File: config.mk
export PLATFORM = sky130hd
export DESIGN_NAME = alu_issue_8bit
export DESIGN_NICKNAME = d
export VERILOG_FILES = /design/src/rtl/alu_issue_8bit.sv
export SDC_FILE = /design/constraint.sdc
export NUM_CORES = 1
export LEC_CHECK = 0
export CAP_MARGIN = 20
export CORE_UTILIZATION = 30
export DETAILED_ROUTE_END_ITERATION = 12
export PLACE_DENSITY = 0.6
export SYNTH_ARGS = -nofsm -noshare
export SYNTH_HDL_FRONTEND = slang
export SYNTH_SLANG_ARGS = --single-unit
File: constraint.sdc
create_clock -name clk -period 3.9 [get_ports clk]
set_input_delay 0.78 -clock clk [delete_from_list [all_inputs] [get_ports clk]]
set_output_delay 0.78 -clock clk [all_outputs]
set_load 0.05 [all_outputs]
File: src/rtl/alu_issue_8bit.sv
// alu_issue_8bit: command FIFO feeding an IDLE/EXEC/HOLD issue FSM that drives an external 8-bit ALU.
// Define ALU_ISSUE_STATS_EN to add saturating op_count/zero_count result statistics.
module alu_issue_8bit #(
  parameter int FIFO_DEPTH = 4
) (
  input  logic       clk,
  input  logic       rst_n,
  input  logic       cmd_valid,
  output logic       cmd_ready,
  input  logic [1:0] cmd_opcode,
  input  logic [7:0] cmd_a,
  input  logic [7:0] cmd_b,
  output logic [7:0] alu_a,
  output logic [7:0] alu_b,
  output logic [1:0] alu_opcode,
  input  logic [7:0] alu_y,
  input  logic       alu_carryout,
  input  logic       alu_zero,
  output logic       res_valid,
  input  logic       res_ready,
  output logic [7:0] res_y,
  output logic       res_carry,
  output logic       res_zero,
  output logic [1:0] res_opcode,
  output logic [4:0] fifo_count
`ifdef ALU_ISSUE_STATS_EN
  ,
  output logic [15:0] op_count,
  output logic [15:0] zero_count
`endif
);
  localparam int AW = $clog2(FIFO_DEPTH);
  typedef enum logic [1:0] {S_IDLE, S_EXEC, S_HOLD} state_t;
  state_t r_state, w_next;
  logic [17:0] r_mem [FIFO_DEPTH];
  logic [AW-1:0] r_wr_ptr, r_rd_ptr;
  logic [4:0] r_count;
  logic [7:0] r_alu_a, r_alu_b, r_res_y;
  logic [1:0] r_alu_op, r_res_op;
  logic r_res_valid, r_res_carry, r_res_zero;
  logic w_nempty, w_push, w_pop, w_capture, w_release;
  logic [17:0] w_head;
  assign cmd_ready  = r_count != 5'(FIFO_DEPTH);
  assign w_nempty   = r_count != 5'd0;
  assign w_push     = cmd_valid && cmd_ready;
  assign w_head     = r_mem[r_rd_ptr];
  assign fifo_count = r_count;
  assign alu_a      = r_alu_a;
  assign alu_b      = r_alu_b;
  assign alu_opcode = r_alu_op;
  assign res_valid  = r_res_valid;
  assign res_y      = r_res_y;
  assign res_carry  = r_res_carry;
  assign res_zero   = r_res_zero;
  assign res_opcode = r_res_op;
  always_ff @(posedge clk)
    if (w_push) r_mem[r_wr_ptr] <= {cmd_opcode, cmd_a, cmd_b};
  // Pop decisions use the registered count, so a same-edge push is never popped early.
  always_ff @(posedge clk or negedge rst_n)
    if (!rst_n) begin
      r_wr_ptr <= '0;
      r_rd_ptr <= '0;
      r_count  <= '0;
    end else begin
      if (w_push) r_wr_ptr <= r_wr_ptr + AW'(1);
      if (w_pop) r_rd_ptr <= r_rd_ptr + AW'(1);
      r_count <= r_count + 5'(w_push) - 5'(w_pop);
    end
  always_ff @(posedge clk or negedge rst_n)
    if (!rst_n) r_state <= S_IDLE;
    else r_state <= w_next;
  always_comb
    w_next = (r_state == S_IDLE) ? (w_nempty ? S_EXEC : S_IDLE) :
             (r_state == S_EXEC) ? S_HOLD :
             (r_state == S_HOLD) ? (res_ready ? (w_nempty ? S_EXEC : S_IDLE) : S_HOLD) : S_IDLE;
  always_comb begin
    w_pop     = w_nempty && (r_state == S_IDLE || (r_state == S_HOLD && res_ready));
    w_capture = r_state == S_EXEC;
    w_release = r_state == S_HOLD && res_ready;
  end
  always_ff @(posedge clk or negedge rst_n)
    if (!rst_n) begin
      {r_alu_op, r_alu_a, r_alu_b} <= '0;
      {r_res_op, r_res_carry, r_res_zero, r_res_y} <= '0;
      r_res_valid <= 1'b0;
    end else begin
      if (w_pop) {r_alu_op, r_alu_a, r_alu_b} <= w_head;
      if (w_capture) {r_res_op, r_res_carry, r_res_zero, r_res_y} <= {r_alu_op, alu_carryout, alu_zero, alu_y};
      r_res_valid <= w_capture | (r_res_valid & ~w_release);
    end
`ifdef ALU_ISSUE_STATS_EN
  logic [15:0] r_op_cnt, r_zero_cnt;
  logic w_hs;
  assign w_hs       = r_res_valid && res_ready;
  assign op_count   = r_op_cnt;
  assign zero_count = r_zero_cnt;
  always_ff @(posedge clk or negedge rst_n)
    if (!rst_n) begin
      r_op_cnt   <= '0;
      r_zero_cnt <= '0;
    end else begin
      if (w_hs && r_op_cnt != 16'hFFFF) r_op_cnt <= r_op_cnt + 16'd1;
      if (w_hs && r_res_zero && r_zero_cnt != 16'hFFFF) r_zero_cnt <= r_zero_cnt + 16'd1;
    end
`endif
endmodule

# Word-level counts from Yosys, hierarchy flattened
# Memory sizes are Yosys's and may differ from the RTL's. A register that Yosys moved wholly into a read port is not among the register bits.
# Cells that the tools add are included.
dict set report op_classes {
  n_addsub 4
  eq_ne 3
  muxes 7
  n_bitwise 3
  n_reduce_logical 7
}
# cell n
set op_table {}
lappend op_table {{2-to-1 mux 2 bit} 4}
lappend op_table {{adder 5 x 1 -> 5 bit} 1}
lappend op_table {{inequality test 5 x 3 -> 1 bit (second input constant)} 1}
lappend op_table {{nonzero test 5 bit} 1}
lappend op_table {{subtractor 5 x 1 -> 5 bit} 1}
lappend op_table {{adder 2 x 1 -> 2 bit (second input constant)} 2}
lappend op_table {{logical AND 1 bit} 3}
lappend op_table {{2-to-1 mux 1 bit} 3}
lappend op_table {{equality test 2 x 1 -> 1 bit (second input constant)} 1}
lappend op_table {{equality test 2 bit (second input constant)} 1}
lappend op_table {{logical NOT 2 bit} 1}
lappend op_table {{bitwise AND 1 bit} 1}
lappend op_table {{logical NOT 1 bit} 1}
lappend op_table {{logical OR 1 bit} 1}
lappend op_table {{NOT 1 bit} 1}
lappend op_table {{OR 1 bit} 1}
dict set report word_totals {
  ff_bits 24
  ramBits 72
  out_inout_bits 37
  mem_count 1
}
# name words word_bits read_ports rd_clocked_by_memory_dff write_ports line
set mem_list {}
lappend mem_list {r_mem 4 18 1 1 1 35} ;# logic [17:0] r_mem [FIFO_DEPTH];

# Depth between registers and ports, before layout
# Gate-level depths: netlist of run 1.
dict set report depth {
  ltp_word 6
  ltp_mapped 12
  mapped_depth_nobuf 12
}

# Worst setup path after synthesis of run 1
# OpenSTA, ideal clock, no wires.
dict set report synth_path {
  path_kind {reg2reg}
  start {register r_count[2], in the netlist fifo_count[2]}
  end {register r_count[4], in the netlist fifo_count[4]}
  setup_time_ns 0.124
  t_arrival_ns 2.776
  t_required_ns 3.776
  setup_slack_ns 1.000
  path_stages_with_launch 12
  synth_period_minus_slack_ns 2.900
  path_cell_list {dfrtp_1 ha_1 or4b_4 and2_4 inv_1 ha_1 inv_1 ha_1 fa_1 a21oi_1 o21bai_1 xnor2_1}
}
dict set report synth_via {
  elab_chain_len 4
  elab_cells_between_ends 6
}
# element line
set synth_rtl {}
lappend synth_rtl {{start: declaration} 37} ;# logic [4:0] r_count;
lappend synth_rtl {{start signal: assignment} 67} ;# r_count <= r_count + 5'(w_push) - 5'(w_pop);
lappend synth_rtl {{inequality test 5 x 3 -> 1 bit} 43} ;# assign cmd_ready = r_count != 5'(FIFO_DEPTH);
lappend synth_rtl {{net cmd_ready} 9} ;# output logic cmd_ready,
lappend synth_rtl {{logical AND 1 bit} 45} ;# assign w_push = cmd_valid && cmd_ready;
lappend synth_rtl {{adder 5 x 1 -> 5 bit} 67}
lappend synth_rtl {{subtractor 5 x 1 -> 5 bit} 67}
# The timed path passes the listed nets, and every way through them passes these cells.
# A chain may end at the register's enable or synchronous reset.

# Worst setup path after layout of run 1
dict set report layout_path {
  start {register r_count[3], in the netlist fifo_count[3]}
  end {output port cmd_ready}
}
dict set report layout_via {
  elab_chain_len 1
}
# element line
set layout_rtl {}
lappend layout_rtl {{inequality test 5 x 3 -> 1 bit} 43}
lappend layout_rtl {{end: declaration} 9}
# No other way between the ends.

==> results of run 1 <==
[through the flow]
step	std cells	hold WS [ps]
5_1_grt	498	313
6_report	498	294
3_3_place_gp	465	442
3_5_place_dp	465	449
2_1_floorplan	218	432
4_1_cts	497	460
[power breakdown]
part	switching [W]	total, W	internal, W
clock network	0.000507	0.00171	0.00121
logic	0.00127	0.00217	0.000899
registers	0.000222	0.00192	0.00170
[routing by layer]
| layer | share of wire, % | wire length [um] | up-vias | global-route usage, % |
|---|---|---|---|---|
| met5 | 0 | 0 | - | 0 |
| met4 | 1.8 | 141 | 0 | 5.72 |
| met3 | 6.5 | 517 | 15 | 4.15 |
| met2 | 48 | 3800 | 72 | 19.1 |
| met1 | 44 | 3480 | 1112 | 14.5 |
| li1 | - | - | 1017 | - |
[final cells by class]
cell class / count / area (sq um)
fill: 1280 / 8110
tap: 180 / 225
multi-input combinational: 87 / 1110
clock inverter: 12 / 211
timing repair buffer: 75 / 741
sequential: 114 / 3210
clock buffer: 20 / 447
inverter: 10 / 37.5
[cell usage in the layout, fill, tap and decap left out, types with 2 or more instances in the layout]
cell             instances
edfxtp_1                72
clkdlybuf4s50_1         67
dfrtp_1                 42
mux2_1                  27
mux4_2                  18
clkbuf_16               17
ha_1                    10
inv_1                    9
bufinv_16                6
buf_4                    6
xor2_1                   5
and3_1                   4
clkinv_2                 4
a21oi_1                  3
mux2_2                   3
a21o_1                   2
xnor2_1                  2
nor2_1                   2
clkbuf_1                 2
[registers in the layout (all words and copies together) (netlist names)]
register,cells
r_mem,72
alu_a,8
alu_b,8
res_y,8
fifo_count,5
alu_opcode,2
r_rd_ptr,2
r_state,2
r_wr_ptr,2
res_opcode,2
res_carry,1
res_valid,1
res_zero,1
[worst paths after layout]
check / startpoint / end / slack, ps / cells past startpoint
worst min-delay path: rst_n / alu_b[2] / 290 / 1
worst max register to register: fifo_count[3] / fifo_count[4] / 1200 / 12
worst min register to register: r_state[1] / res_valid / 460 / 1
min in group clk: r_state[1] / res_valid / 460 / 1
worst max-delay path: fifo_count[3] / cmd_ready / 830 / 4
max in group asynchronous: rst_n / alu_a[0] / 3100 / 2
[cell families (layout without fill, tap and decap cells)]
family / Yosys count / after routing / synth area share, %
flops: 114 / 114 / 73.2
mux: 49 / 49 / 17.3
buf+inv: 17 / 117 / 1.65
simple gates: 13 / 13 / 2.17
fa+ha+maj: 11 / 11 / 3.31
compound gates: 7 / 7 / 0.969
xor+xnor: 7 / 7 / 1.40
==> results.py, run 1 <==
metrics = {
    "outcome": {
        "run_status": "complete, no violations",
    },
    "global_routing": {
        "grt_first_pass_wirelength_um": 12700,
        "grt_pass1_vias": 2330,
        "grt_max_degree": 43,
        "grt.total_usage_pct": 12.0,
        "overflow": 0,
        "antenna_found_initial": 0,
    },
    "clocking": {
        "cts_tree": "done",
        "cts_root_buffer": "clkbuf_16",
        "post_cts_buffers": 0,
        "clk_path_buf_depth": 2,
        "clk_pin_slew_ps": 60,
        "postCtsHoldBufs": 0,
        "cts_resized": 0,
        "cts_buffers": 17,
        "worstSkewPairLatency_ps": 410,
        "htree_levels": 4,
        "cts_sinks": 114,
    },
    "placement": {
        "numPortBuffers": 68,
        "routabilityCongestion": 0.671,
        "dpl_cell_area_sq_um": 5300,
        "pre_cts_slack_ps": 873,
        "dp_hpwl_um": 4750,
    },
    "sta": {
        "hold_viol": 0,
        "setup_slack_ps": 827,
        "rsz0062_at_grt": "false",
        "setup_viol": 0,
        "skew_ps": 12.5,
        "period_share_pct": 78.8,
        "worst_pin_slew_ps": 995,
        "slew_headroom_pct": 33.5,
        "fin_setup_tns_ps": 0,
        "final_max_slew_viol_count": 0,
        "post-route-min-period_ps": 3070,
        "fmax_mhz": 325,
    },
    "synth": {
        "synth_most_common_cell": "edfxtp_1",
        "synth_fp_nets": 261,
        "synth_edf_count": 72,
        "yosys.area.top_type_share_pct": 49.3,
        "async_flop_share_pct": 36.8,
        "synth_area_leaders": "edfxtp_1, dfrtp_1, mux4_2",
        "syn_avg_cell_area_sq_um": 20.1,
        "ys_seq_elements": 114,
        "synth_flop_cell": "edfxtp_1",
        "ys_seq_area_share_pct": 73.2,
        "ys_warn_count": 0,
        "yosysUniqueCellTypes": 25,
        "netlist_top_cells_count": "edfxtp_1, dfrtp_1, mux2_1, mux4_2, ha_1",
        "syn_area_sq_um": 4390,
        "synth_top_area_cell": "edfxtp_1",
        "postSynthCellCount": 218,
    },
    "power_and_ir_drop": {
        "peakVddDrop_v": 0.000313,
        "p_per_area_nw_per_um2": 970,
        "power_w": 0.00580,
        "p_leak_nw": 2.25,
    },
    "setup_path": {
        "start_kind": "flip-flop",
        "worstPathRequired_ps": 3120,
        "worstSetupPathType": "flip-flop to primary output",
        "cp_num_buf_inv": 2,
        "crit_arrival_ps": 2290,
        "end_kind": "primary output",
        "crit_chain": "inv_1, ha_1, or4b_4, clkdlybuf4s50_1",
        "cp_max_fo": 6,
        "cpPeakStageDelay_ps": 720,
        "critPathTopFamily": "buffers and inverters",
        "cp_slowest_cell": "clkdlybuf4s50_1",
    },
    "route": {
        "drtIter0Drc": 87,
        "routed_wirelength_um": 7940,
        "wire_per_inst_um": 15.9,
        "drc_errors": 0,
        "via_per_inst": 4.45,
        "route.vias.total": 2216,
        "firstDrtPassIters": 4,
        "ant_nets": 0,
    },
    "layout": {
        "syn_to_final_growth_pct": 36.3,
        "final_util_pct": 42.4,
        "stdcell_area_sq_um": 5980,
        "antennaDiodeCount": 0,
        "drive_gt1_share_pct": 20.1,
        "layout.nets": 348,
    },
    "floorplan": {
        "coreArea_sq_um": 14100,
        "die_area_sq_um": 15100,
        "rows": 43,
        "die_y_um": 123,
        "boundaryPins": 69,
        "die_w_um": 123,
        "start_util_pct": 31.1,
    },
    "flow_run": {
        "maxCapViolations": 0,
    },
    "min_path": {
        "hold_class": "input pin to async pin",
    },
}
(Power assumes the default switching activity.)
==> run 2: changes to the inputs <==
- PLACE_DENSITY: 0.6 -> 0.61
- clock period: 3.9 -> 2.8 ns (I/O delays scaled with it)
==> run 2 against run 1 <==
  * Combinational power up 43%
  * Core utilization down 0.73 points
  * Clock-buffer cell count up 2
  * Sequential power up 37%
  * Final cell count up 1.0%
  * Setup slack worse by 710 ps
  * Sequential share of layout area up 0.98 points
  * Sequential cell count unchanged
  * Non-clock buffer count up 5
  * Critical endpoint unchanged
  * Largest cell class unchanged
==> results.py, run 2 (synthesized netlist as in run 1, its figures left out) <==
metrics = {
    "outcome": {
        "run_status": "complete, no violations",
    },
    "clocking": {
        "cts_buffers": 17,
        "htree_levels": 4,
        "cts_tree": "done",
        "clk_path_buf_depth": 2,
        "worstSkewPairLatency_ps": 400,
        "postCtsHoldBufs": 0,
        "cts_sinks": 114,
        "cts_root_buffer": "clkbuf_16",
        "clk_pin_slew_ps": 50,
    },
    "setup_path": {
        "cp_max_fo": 4,
        "crit_arrival_ps": 2120,
        "worstSetupPathType": "flip-flop to primary output",
        "start_kind": "flip-flop",
        "rr_worst_depth": 12,
        "end_kind": "primary output",
        "worstPathRequired_ps": 2240,
    },
    "route": {
        "via_per_inst": 4.43,
        "wl_met2_um": 4120,
        "routed_wirelength_um": 7990,
        "drtIter0Drc": 93,
        "drc_errors": 0,
        "firstDrtPassIters": 4,
        "ant_nets": 0,
        "route.vias.total": 2226,
        "wire_per_inst_um": 15.9,
        "met3RoutedLength_um": 413,
        "top_layer": "met4",
        "wl_met1_um": 3380,
    },
    "sta": {
        "worst_pin_slew_ps": 698,
        "slew_headroom_pct": 53.5,
        "fin_setup_tns_ps": 0,
        "post-route-min-period_ps": 2680,
        "skew_ps": 7.91,
        "rsz0062_at_grt": "false",
        "final_max_slew_viol_count": 0,
        "setup_viol": 0,
        "fmax_mhz": 373,
        "period_share_pct": 95.9,
        "hold_viol": 0,
    },
    "floorplan": {
        "rows": 43,
        "die_y_um": 123,
        "die_area_sq_um": 15100,
        "die_w_um": 123,
        "coreArea_sq_um": 14100,
        "start_util_pct": 31.1,
        "boundaryPins": 69,
    },
    "layout": {
        "layout.nets": 353,
        "largest_register": "r_mem",
        "syn_to_final_growth_pct": 34.0,
        "largest_reg_flops": 72,
        "final_util_pct": 41.7,
        "drive_gt1_share_pct": 21.7,
        "mostFrequentLayoutCell": "edfxtp_1",
        "fillers": 1263,
        "layout_common_cells": "edfxtp_1, clkdlybuf4s50_1, dfrtp_1",
        "antennaDiodeCount": 0,
    },
    "global_routing": {
        "grt_first_pass_wirelength_um": 12700,
        "grt.total_usage_pct": 12.0,
        "grt_pass1_vias": 2496,
        "antenna_found_initial": 0,
        "overflow": 0,
        "grt_max_degree": 29,
    },
    "placement": {
        "dp_hpwl_um": 5060,
        "numPortBuffers": 68,
        "routabilityCongestion": 0.696,
    },
    "power_and_ir_drop": {
        "swShare_pct": 36.7,
        "power.switching_w": 0.00279,
        "clkPwrFrac_pct": 24.3,
        "p_int_w": 0.00480,
        "p_leak_nw": 2.19,
        "p_per_area_nw_per_um2": 1290,
        "power_frac_seq_pct": 34.7,
        "combPwrFrac_pct": 41.0,
        "peakVddDrop_v": 0.000533,
    },
    "min_path": {
        "hold_class": "input pin to async pin",
    },
    "flow_run": {
        "maxCapViolations": 0,
    },
}
run 2: cell types whose count changed in the layout (fill, tap and decap cells not counted), sizes merged:
cell / previous run / this run
buf: 8 / 13
bufinv: 6 / 0
clkbuf: 20 / 22
clkdlybuf4s50: 67 / 66
clkinvlp: 1 / 5
dlygate4sd2: 0 / 1
run 2: what timing repair did:
item                                    CTS  global route
buffers inserted                          0             1
endpoints found under the setup margin    1             1
gates resized for setup                   1             0
run 2: per-stage QoR:
stage / power, W / instance area [sq um] / std cells / hold slack [ps] / setup slack (ps)
after floorplan: 0.00478 / 4390 / 218 / 264 / 1.64
after global placement: 0.00578 / 5360 / 470 / 443 / 107
after detailed placement: 0.00584 / 5360 / 470 / 456 / 103
after CTS: 0.00773 / 5870 / 502 / 236 / 119
after global routing: 0.00802 / 5880 / 503 / 263 / 13.8
final: 0.00758 / 5880 / 503 / 207 / 116
run 2: worst paths after layout:
kind | from | endpoint | slack [ps]
worst min register to register | r_state[1] | res_valid | 460
worst max-delay path | fifo_count[3] | cmd_ready | 120
min in group clk | r_state[1] | res_valid | 460
max in group asynchronous | rst_n | res_y[2] | 2000
worst min-delay path | rst_n | alu_b[6] | 210
worst max register to register | fifo_count[3] | fifo_count[4] | 150
run 2: area by class of cell:
cell class | instances | area (sq um) | share of cell area [%]
Multi-Input combinational cell | 87 | 1110 | 18.8
Timing Repair Buffer | 80 | 777 | 13.2
Sequential cell | 114 | 3220 | 54.7
Inverter | 10 | 37.5 | 0.638
Clock inverter | 10 | 62.6 | 1.06
Clock buffer | 22 | 454 | 7.73
Tap cell | 180 | 225 | 3.83
run 2: routing by layer:
metal | GRT usage [%] | vias to the layer above
met2 | 21.1 | 62
met4 | 3.89 | 0
met1 | 13.1 | 1131
met5 | 0 | -
li1 | - | 1027
met3 | 4.75 | 6
run 2: power by group through the flow:
stage / combinational (W) / sequential [W] / clock, W
floorplan: 0.00124 / 0.00354 / 0
finish: 0.00311 / 0.00263 / 0.00184
CTS: 0.00318 / 0.00265 / 0.00190
global placement: 0.00313 / 0.00265 / 0
global route: 0.00334 / 0.00271 / 0.00197
detailed placement: 0.00317 / 0.00268 / 0
run 2: critical path, stage by stage, from the launching register on:
cell and delay (ps):
dfrtp_2 410, inv_1 80, ha_1 170, or4b_4 480, buf_4 160, dlygate4sd2_1 420
